==> src/rtl/traffic_pkg.sv <==
// rtl/traffic_pkg.sv - state encoding and approach constants for the intersection scheduler
package traffic_pkg;

  // Phase state; the two bits appear directly in PHASE[2:1]
  typedef enum logic [1:0] {
    S_GRN    = 2'd0,
    S_YLW    = 2'd1,
    S_ALLRED = 2'd2,
    S_WALK   = 2'd3
  } phase_state_t;

  // Approach owning green/yellow
  localparam logic DIR_NS = 1'b0;
  localparam logic DIR_EW = 1'b1;

endpackage

==> src/rtl/phase_timer.sv <==
// rtl/phase_timer.sv - saturating dwell counter, cleared on every phase change
module phase_timer #(
  parameter int CNT_W = 8
) (
  input  logic             CLK,
  input  logic             RESET,
  input  logic             clr,
  input  logic             en,
  output logic [CNT_W-1:0] cnt
);

  // Count up while enabled, hold at all-ones so long greens never wrap
  always_ff @(posedge CLK) begin
    if (RESET || clr) begin
      cnt <= '0;
    end else if (en && (cnt != {CNT_W{1'b1}})) begin
      cnt <= cnt + 1'b1;
    end
  end

endmodule

==> src/rtl/intersection_phase_scheduler.sv <==
// rtl/intersection_phase_scheduler.sv - two-approach signal sequencer with latched pedestrian walk phase
module intersection_phase_scheduler
  import traffic_pkg::*;
#(
  parameter int CNT_W       = 8,
  parameter int GRN_MIN     = 10,
  parameter int GRN_MAX     = 40,
  parameter int YLW_TIME    = 3,
  parameter int ALLRED_TIME = 2,
  parameter int WALK_TIME   = 8
) (
  input  logic       CLK,
  input  logic       RESET,
  input  logic       CAR_NS,
  input  logic       CAR_EW,
  input  logic       PED_REQ,
  output logic       NS_GRN,
  output logic       NS_YLW,
  output logic       NS_RED,
  output logic       EW_GRN,
  output logic       EW_YLW,
  output logic       EW_RED,
  output logic       WALK,
  output logic       PED_ACK,
  output logic [2:0] PHASE
);

  // Last-cycle thresholds of each dwell, sized to the timer
  localparam logic [CNT_W-1:0] GRN_MIN_LAST = CNT_W'(GRN_MIN - 1);
  localparam logic [CNT_W-1:0] GRN_MAX_LAST = CNT_W'(GRN_MAX - 1);
  localparam logic [CNT_W-1:0] YLW_LAST     = CNT_W'(YLW_TIME - 1);
  localparam logic [CNT_W-1:0] ALLRED_LAST  = CNT_W'(ALLRED_TIME - 1);
  localparam logic [CNT_W-1:0] WALK_LAST    = CNT_W'(WALK_TIME - 1);

  phase_state_t     state, state_nxt;
  logic             dir, dir_nxt;
  logic             walk_done, walk_done_nxt;
  logic             ped_pending;
  logic [CNT_W-1:0] cnt;
  logic             own_car, opp_car, other_req;
  logic             phase_change;

  assign phase_change = (state_nxt != state);

  phase_timer #(
    .CNT_W (CNT_W)
  ) u_timer (
    .CLK   (CLK),
    .RESET (RESET),
    .clr   (phase_change),
    .en    (1'b1),
    .cnt   (cnt)
  );

  // FSM state, green owner and walk-served flag
  always_ff @(posedge CLK) begin
    if (RESET) begin
      state     <= S_GRN;
      dir       <= DIR_NS;
      walk_done <= 1'b0;
    end else begin
      state     <= state_nxt;
      dir       <= dir_nxt;
      walk_done <= walk_done_nxt;
    end
  end

  // Next-state logic: green yields only once a competing request exists
  always_comb begin
    state_nxt     = state;
    dir_nxt       = dir;
    walk_done_nxt = walk_done;
    own_car       = (dir == DIR_EW) ? CAR_EW : CAR_NS;
    opp_car       = (dir == DIR_EW) ? CAR_NS : CAR_EW;
    other_req     = opp_car | ped_pending;
    case (state)
      S_GRN: begin
        if ((cnt >= GRN_MIN_LAST) && other_req && (!own_car || (cnt >= GRN_MAX_LAST))) begin
          state_nxt = S_YLW;
        end
      end
      S_YLW: begin
        if (cnt == YLW_LAST) begin
          state_nxt = S_ALLRED;
        end
      end
      S_ALLRED: begin
        if (cnt == ALLRED_LAST) begin
          if (ped_pending && !walk_done) begin
            state_nxt = S_WALK;
          end else begin
            state_nxt     = S_GRN;
            dir_nxt       = ~dir;
            walk_done_nxt = 1'b0;
          end
        end
      end
      S_WALK: begin
        if (cnt == WALK_LAST) begin
          state_nxt     = S_ALLRED;
          walk_done_nxt = 1'b1;
        end
      end
      default: state_nxt = S_GRN;
    endcase
  end

  // Pedestrian latch: cleared as the walk starts, deaf during the walk itself
  always_ff @(posedge CLK) begin
    if (RESET) begin
      ped_pending <= 1'b0;
    end else if ((state_nxt == S_WALK) && (state != S_WALK)) begin
      ped_pending <= 1'b0;
    end else if (PED_REQ && (state != S_WALK)) begin
      ped_pending <= 1'b1;
    end
  end

  // Lamp decode: only the owning approach leaves red, and only in GRN/YLW
  always_comb begin
    NS_GRN = 1'b0;
    NS_YLW = 1'b0;
    NS_RED = 1'b1;
    EW_GRN = 1'b0;
    EW_YLW = 1'b0;
    EW_RED = 1'b1;
    WALK   = (state == S_WALK);
    if (state == S_GRN) begin
      if (dir == DIR_EW) begin
        EW_GRN = 1'b1;
        EW_RED = 1'b0;
      end else begin
        NS_GRN = 1'b1;
        NS_RED = 1'b0;
      end
    end else if (state == S_YLW) begin
      if (dir == DIR_EW) begin
        EW_YLW = 1'b1;
        EW_RED = 1'b0;
      end else begin
        NS_YLW = 1'b1;
        NS_RED = 1'b0;
      end
    end
  end

  assign PED_ACK = ped_pending;
  assign PHASE   = {state, dir};

endmodule

==> config.mk <==
export PLATFORM = sky130hd
export DESIGN_NAME = intersection_phase_scheduler
export DESIGN_NICKNAME = d
export VERILOG_FILES = /design/src/rtl/traffic_pkg.sv /design/src/rtl/phase_timer.sv /design/src/rtl/intersection_phase_scheduler.sv
export SDC_FILE = /design/constraint.sdc
export NUM_CORES = 1
export LEC_CHECK = 0
export CAP_MARGIN = 10
export CORE_ASPECT_RATIO = 1.75
export CORE_UTILIZATION = 38
export DETAILED_ROUTE_END_ITERATION = 8
export DONT_BUFFER_PORTS = 1
export HOLD_SLACK_MARGIN = 0.15
export PLACE_DENSITY = 0.58
export REMOVE_ABC_BUFFERS = 1
export SLEW_MARGIN = 10
export SYNTH_ARGS = -nofsm -noshare
export SYNTH_HDL_FRONTEND = slang
export SYNTH_HIERARCHICAL = 1
export SYNTH_SLANG_ARGS = --single-unit
==> constraint.sdc <==
create_clock -name CLK -period 1.9 [get_ports CLK]
set_input_delay 0.38 -clock CLK [delete_from_list [all_inputs] [get_ports CLK]]
set_output_delay 0.38 -clock CLK [all_outputs]
set_load 0.05 [all_outputs]
### After elaboration in Yosys (flattened, before gate mapping)

Cells that the tools add are included.

| storage, ports and cells | value |
|---|---|
| flip-flop bits (word level) | 13 |
| output and inout bits | 11 |
| word-level logic and storage cells | 62 |

| operators by class | value |
|---|---|
| add/sub/neg operators | 1 |
| magnitude comparators | 2 |
| equal/unequal tests | 13 |
| muxes and demuxes | 24 |
| bitwise gates (word level) | 3 |
| reduce and logical (&&, ||, !) cells | 14 |

Operators by type and width:

| cell | number |
|---|---|
| $mux W1 | 17 |
| $mux W2 | 5 |
| $add A8 B1 Y8 const B | 1 |
| $eq A8 B1 Y1 const B | 1 |
| $eq A8 B2 Y1 const B | 1 |
| $eq A8 B3 Y1 const B | 1 |
| $ge A8 B4 Y1 const B | 1 |
| $ge A8 B6 Y1 const B | 1 |
| $ne A8 B8 Y1 const B | 1 |
| $pmux W2 S4 | 1 |
| $eq A2 B2 Y1 const B | 3 |
| $ne A2 B2 Y1 const B | 3 |
| $logic_and A1 B1 Y1 | 5 |
| $reduce_and A4 Y1 | 1 |
| $reduce_and A3 Y1 | 1 |
| $eq A2 B1 Y1 const B | 1 |
| $logic_not A1 Y1 | 2 |
| $logic_not A2 Y1 | 1 |
| $logic_or A1 B1 Y1 | 2 |
| $ne A2 B1 Y1 const B | 1 |
| $ne A2 B2 Y1 | 1 |
| $not A1 Y1 | 2 |
| $pmux W1 S2 | 1 |
| $reduce_bool A2 Y1 | 1 |
| other kinds (2) | 2 |

### Depth between registers and ports, before layout

| depth | value |
|---|---|
| depth after elaboration | 9 |
| mapped depth | 8 |

### Hierarchy

Netlist, hierarchy kept.

By module, submodules not included:

| module | instances | cells an instance | area each (µm²) | seq. area each (µm²) |
|---|---|---|---|---|
| intersection_phase_scheduler | 1 | 59 | 451.7 | 100.1 |
| phase_timer | 1 | 48 | 421.7 | 160.2 |

### Worst setup path before layout

No wires, ideal clock.

| timing path | value |
|---|---|
| path type | reg2out |
| from | reg state[1] |
| to | out EW_GRN |
| arrival | 1.877 ns |
| setup slack | -0.357 ns |
| stages on the path, launching flop included | 4 |
| buffers on the path | 0 |
| path through | dfxtp_1 -> inv_1 -> nand2_1 -> nor2_1 |

| between the ends | value |
|---|---|
| word-level cells in the longest chain between the ends | 2 |

Ends and longest elaborated chain:

| element | line | RTL |
|---|---|---|
| start, declared | intersection_phase_scheduler.sv:35 | `phase_state_t state, state_nxt;` |
| start signal, assigned | intersection_phase_scheduler.sv:62 | `state <= state_nxt;` |
| $logic_not A2 Y1 | intersection_phase_scheduler.sv:128 | `if (state == S_GRN) begin` |
| $mux W1 | intersection_phase_scheduler.sv:128 |  |
| end, declared | intersection_phase_scheduler.sv:20 | `output logic EW_GRN,` |

No other way between the ends.

### Worst setup path in the final report

| timing path | value |
|---|---|
| from | reg u_timer.cnt[7] |
| to | reg dir |

| between the ends | value |
|---|---|
| word-level cells in the longest chain between the ends | 2 |

Ends and longest elaborated chain:

| element | line | RTL |
|---|---|---|
| start, declared | phase_timer.sv:9 | `output logic [CNT_W-1:0] cnt` |
| start signal, assigned | phase_timer.sv:17 | `cnt <= cnt + 1'b1;` |
| $eq A8 B1 Y1 | intersection_phase_scheduler.sv:88 | `if (cnt == ALLRED_LAST) begin` |
| $reduce_and A3 Y1 (no line) | n/a |  |
| end signal, assigned | intersection_phase_scheduler.sv:63 | `dir <= dir_nxt;` |
| end, declared | intersection_phase_scheduler.sv:36 | `logic dir, dir_nxt;` |

No other way between the ends.
A chain may end at the register's enable or synchronous reset.

==> flow_summary.toml <==
[run_status]
outcome = "complete, but fails checks"
violations = "negative setup slack"

[pwr]
ir_drop_v = 0.0003267
switching_share_pct = 26.78
clkPwrFrac_pct = 33.7
p_comb_share_pct = 13.7
power_density_mw_per_mm2 = 413.5
total_power_mw = 0.5340
p_sw_mw = 0.1430
p_leak_nw = 0.5480
power_frac_seq_pct = 52.6
p_int_mw = 0.3910

[final_layout]
drive_gt1_share_pct = 40.69
final_common_cell = "buf_4"
fin_cells = 169
antenna_cells = 0
area.growth.synth_to_final_pct = 47.85
mostFrequentLayoutCells = "buf_4, dfxtp_1, nand2_1"
nets = 152

[critical_path]
critical_path_class = "flop to flop"
crit_path_cell_trace = "or4_4, buf_6, or3_4, nor3_4, mux2_4"
crit_path_start = "u_timer/cnt[7]"
slowest_delay_ps = 550
r2r_cells = 5
r2r_slack_ps = -70
start_kind = "flop"
rr_endpoint = "dir"
worst_ep_required_time_ps = 2070
cp.arrival_ps = 2140
r2r_start = "u_timer/cnt[7]"
end_kind = "flop"
cp-endpoint = "dir"
path_max_fanout = 3
cpMaxStageDelayCell = "or4_4"

[global_route]
antenna_found_initial = 0
grt_pass1_vias = 977
grt_overflow_total = 0
grt.total_usage_pct = 22.84
grt_max_degree = 12
grt_pass1_wl_mm = 3.988

[route]
drc = 0
ant_nets = 0
vias_per_cell = 5.651
vias = 955
drt-pass1-iter-count = 4
drtIter0Drc = 19
routed_wl_mm = 2.627
wl_per_cell_um = 15.54

[timing]
setup_violations = 4
fin_ws_ps = -67.93
hold_violations = 0
rsz0062_at_grt = "true"
min_period_over_period_pct = 103.6
drv_slew = 0
period_needed_ps = 1968
hold_slack_ps = 146.1
fin_skew_ps = 3.573
fmax_mhz = 508.1

[clock_network]
cts_tree = "done"
insertion_delay_ps = 280
clockBufferDepth = 2
root_buffer = "clkbuf_4"
htreeDepth = 1
cts.sinks = 13
cts-hold-fix-buffers = 0
path_clk_slew_ps = 90
cts_buffers = 3

[synthesis]
synthArstFlopShare_pct = 0
synth-edff-count = 0
synth_area_um2 = 873.3
yosys_warnings = 6
syn_inst = 107
synth.distinct_cells = 45
syn_avg_cell_area_um2 = 8.162
synth_seq_cells = 13
yosysSeqAreaShare_pct = 29.80
synth-main-ff-cell = "dfxtp_1"

[floorplanning]
core_mm2 = 0.002120
dieArea_mm2 = 0.002502
start_util_pct = 41.20
die_x_um = 38.24
io-pin-count = 16
die_y_um = 65.42
rows = 22

[worst_hold_path]
whs_path_depth = 1
min_path_type = "primary input to flop"

[place]
dp.cells = 165
io_buffers = 0
dp_hpwl_mm = 1.984
routabilityCongestion = 0.8241

[run]
cap_violations = 0
[cells in the mapped netlist (2+ instances only)]
master	number	share of area, %
nand2b_1	2	1.4
or3_1	3	2.1
dfxtp_1	13	30
inv_1	4	1.7
nand4_1	2	1.4
and3_1	2	1.4
nor2b_1	2	1.4
a21boi_0	2	1.7
nor3_1	3	1.7
nor4_1	3	2.1
and3b_1	2	2.0
nor2_1	8	3.4
nand3_1	3	1.7
o21ai_0	6	3.4
mux2i_1	6	6.9
a21oi_1	8	4.6
or4_1	2	1.7
nand2_1	9	3.9
[cells by family after synthesis]
family | Yosys count | synth area share [%]
compound gates | 25 | 18.34
fa+ha+maj | 1 | 1.432
buf+inv | 7 | 4.440
flops | 13 | 29.80
mux | 7 | 8.166
other cells | 1 | 0.4294
simple gates | 53 | 37.39
[per-stage QoR]
stage               worst slack, ps  setup TNS (ps)  utilization, %  instance area [µm²]
CTS                          -108.3          -307.0           58.56                 1241
floorplan                    -494.3           -2516               -                864.6
detailed placement           -306.5           -1872           54.49                 1155
global placement             -163.2           -1045           54.49                 1155
finish                       -67.93          -137.9           60.92                 1291
global route                 -113.5          -646.1           60.92                 1291
[worst min path at each step]
| stage | start | to | slack [ps] |
|---|---|---|---|
| 5_1_grt | RESET | walk_done | 140 |
| 3_3_place_gp | RESET | walk_done | 450 |
| 2_1_floorplan | RESET | state[1] | 450 |
| 4_1_cts | RESET | walk_done | 160 |
| 6_report | RESET | walk_done | 150 |
| 3_5_place_dp | RESET | walk_done | 460 |
[power by group through the flow]
stage               logic, mW  registers, mW  clock network [mW]
global route           0.0785          0.281               0.194
detailed placement     0.0648          0.289                   0
global placement       0.0645          0.288                   0
finish                 0.0734          0.281               0.180
floorplan              0.0325          0.298                   0
CTS                    0.0697          0.282               0.180
[final cells by class]
type	count	area [µm²]
Multi-Input combinational cell	91	670.6
Fill cell	197	828.3
Timing Repair Buffer	33	282.8
Clock buffer	4	26.28
Inverter	4	15.01
Sequential cell	13	266.5
Tap cell	24	30.03
[critical path, delay by kind of cell (launching register included)]
| family | cells | cell delay [ps] |
|---|---|---|
| buf+inv | 1 | 150 |
| mux | 1 | 310 |
| simple gates | 3 | 1050 |
| flops | 1 | 350 |
[metal layers]
layer  GRT usage (%)  wire length [µm]  share of wire, %  vias to the layer above
met2           46.82              1589                60                       16
met1           18.57               929                35                      464
met5               0                 0                 0                        -
met4           12.05                47               1.8                        0
met3           2.365                60               2.3                        4
li1                -                 -                 -                      471
[registers in the layout, indices dropped and copies added (netlist names)]
signal / count
PED_ACK: 1
dir: 1
walk_done: 1
u_timer/cnt: 8
state: 2
[what timing repair did]
| action | 4_1_cts | 5_1_grt |
|---|---|---|
| setup buffers | 1 | 0 |
| endpoints found under the hold margin | 0 | 1 |
| endpoints found under the setup margin | 11 | 13 |
| pin swaps | 6 | 8 |
| resized for setup | 14 | 13 |
No activity file was read; power rests on OpenSTA's default activity.
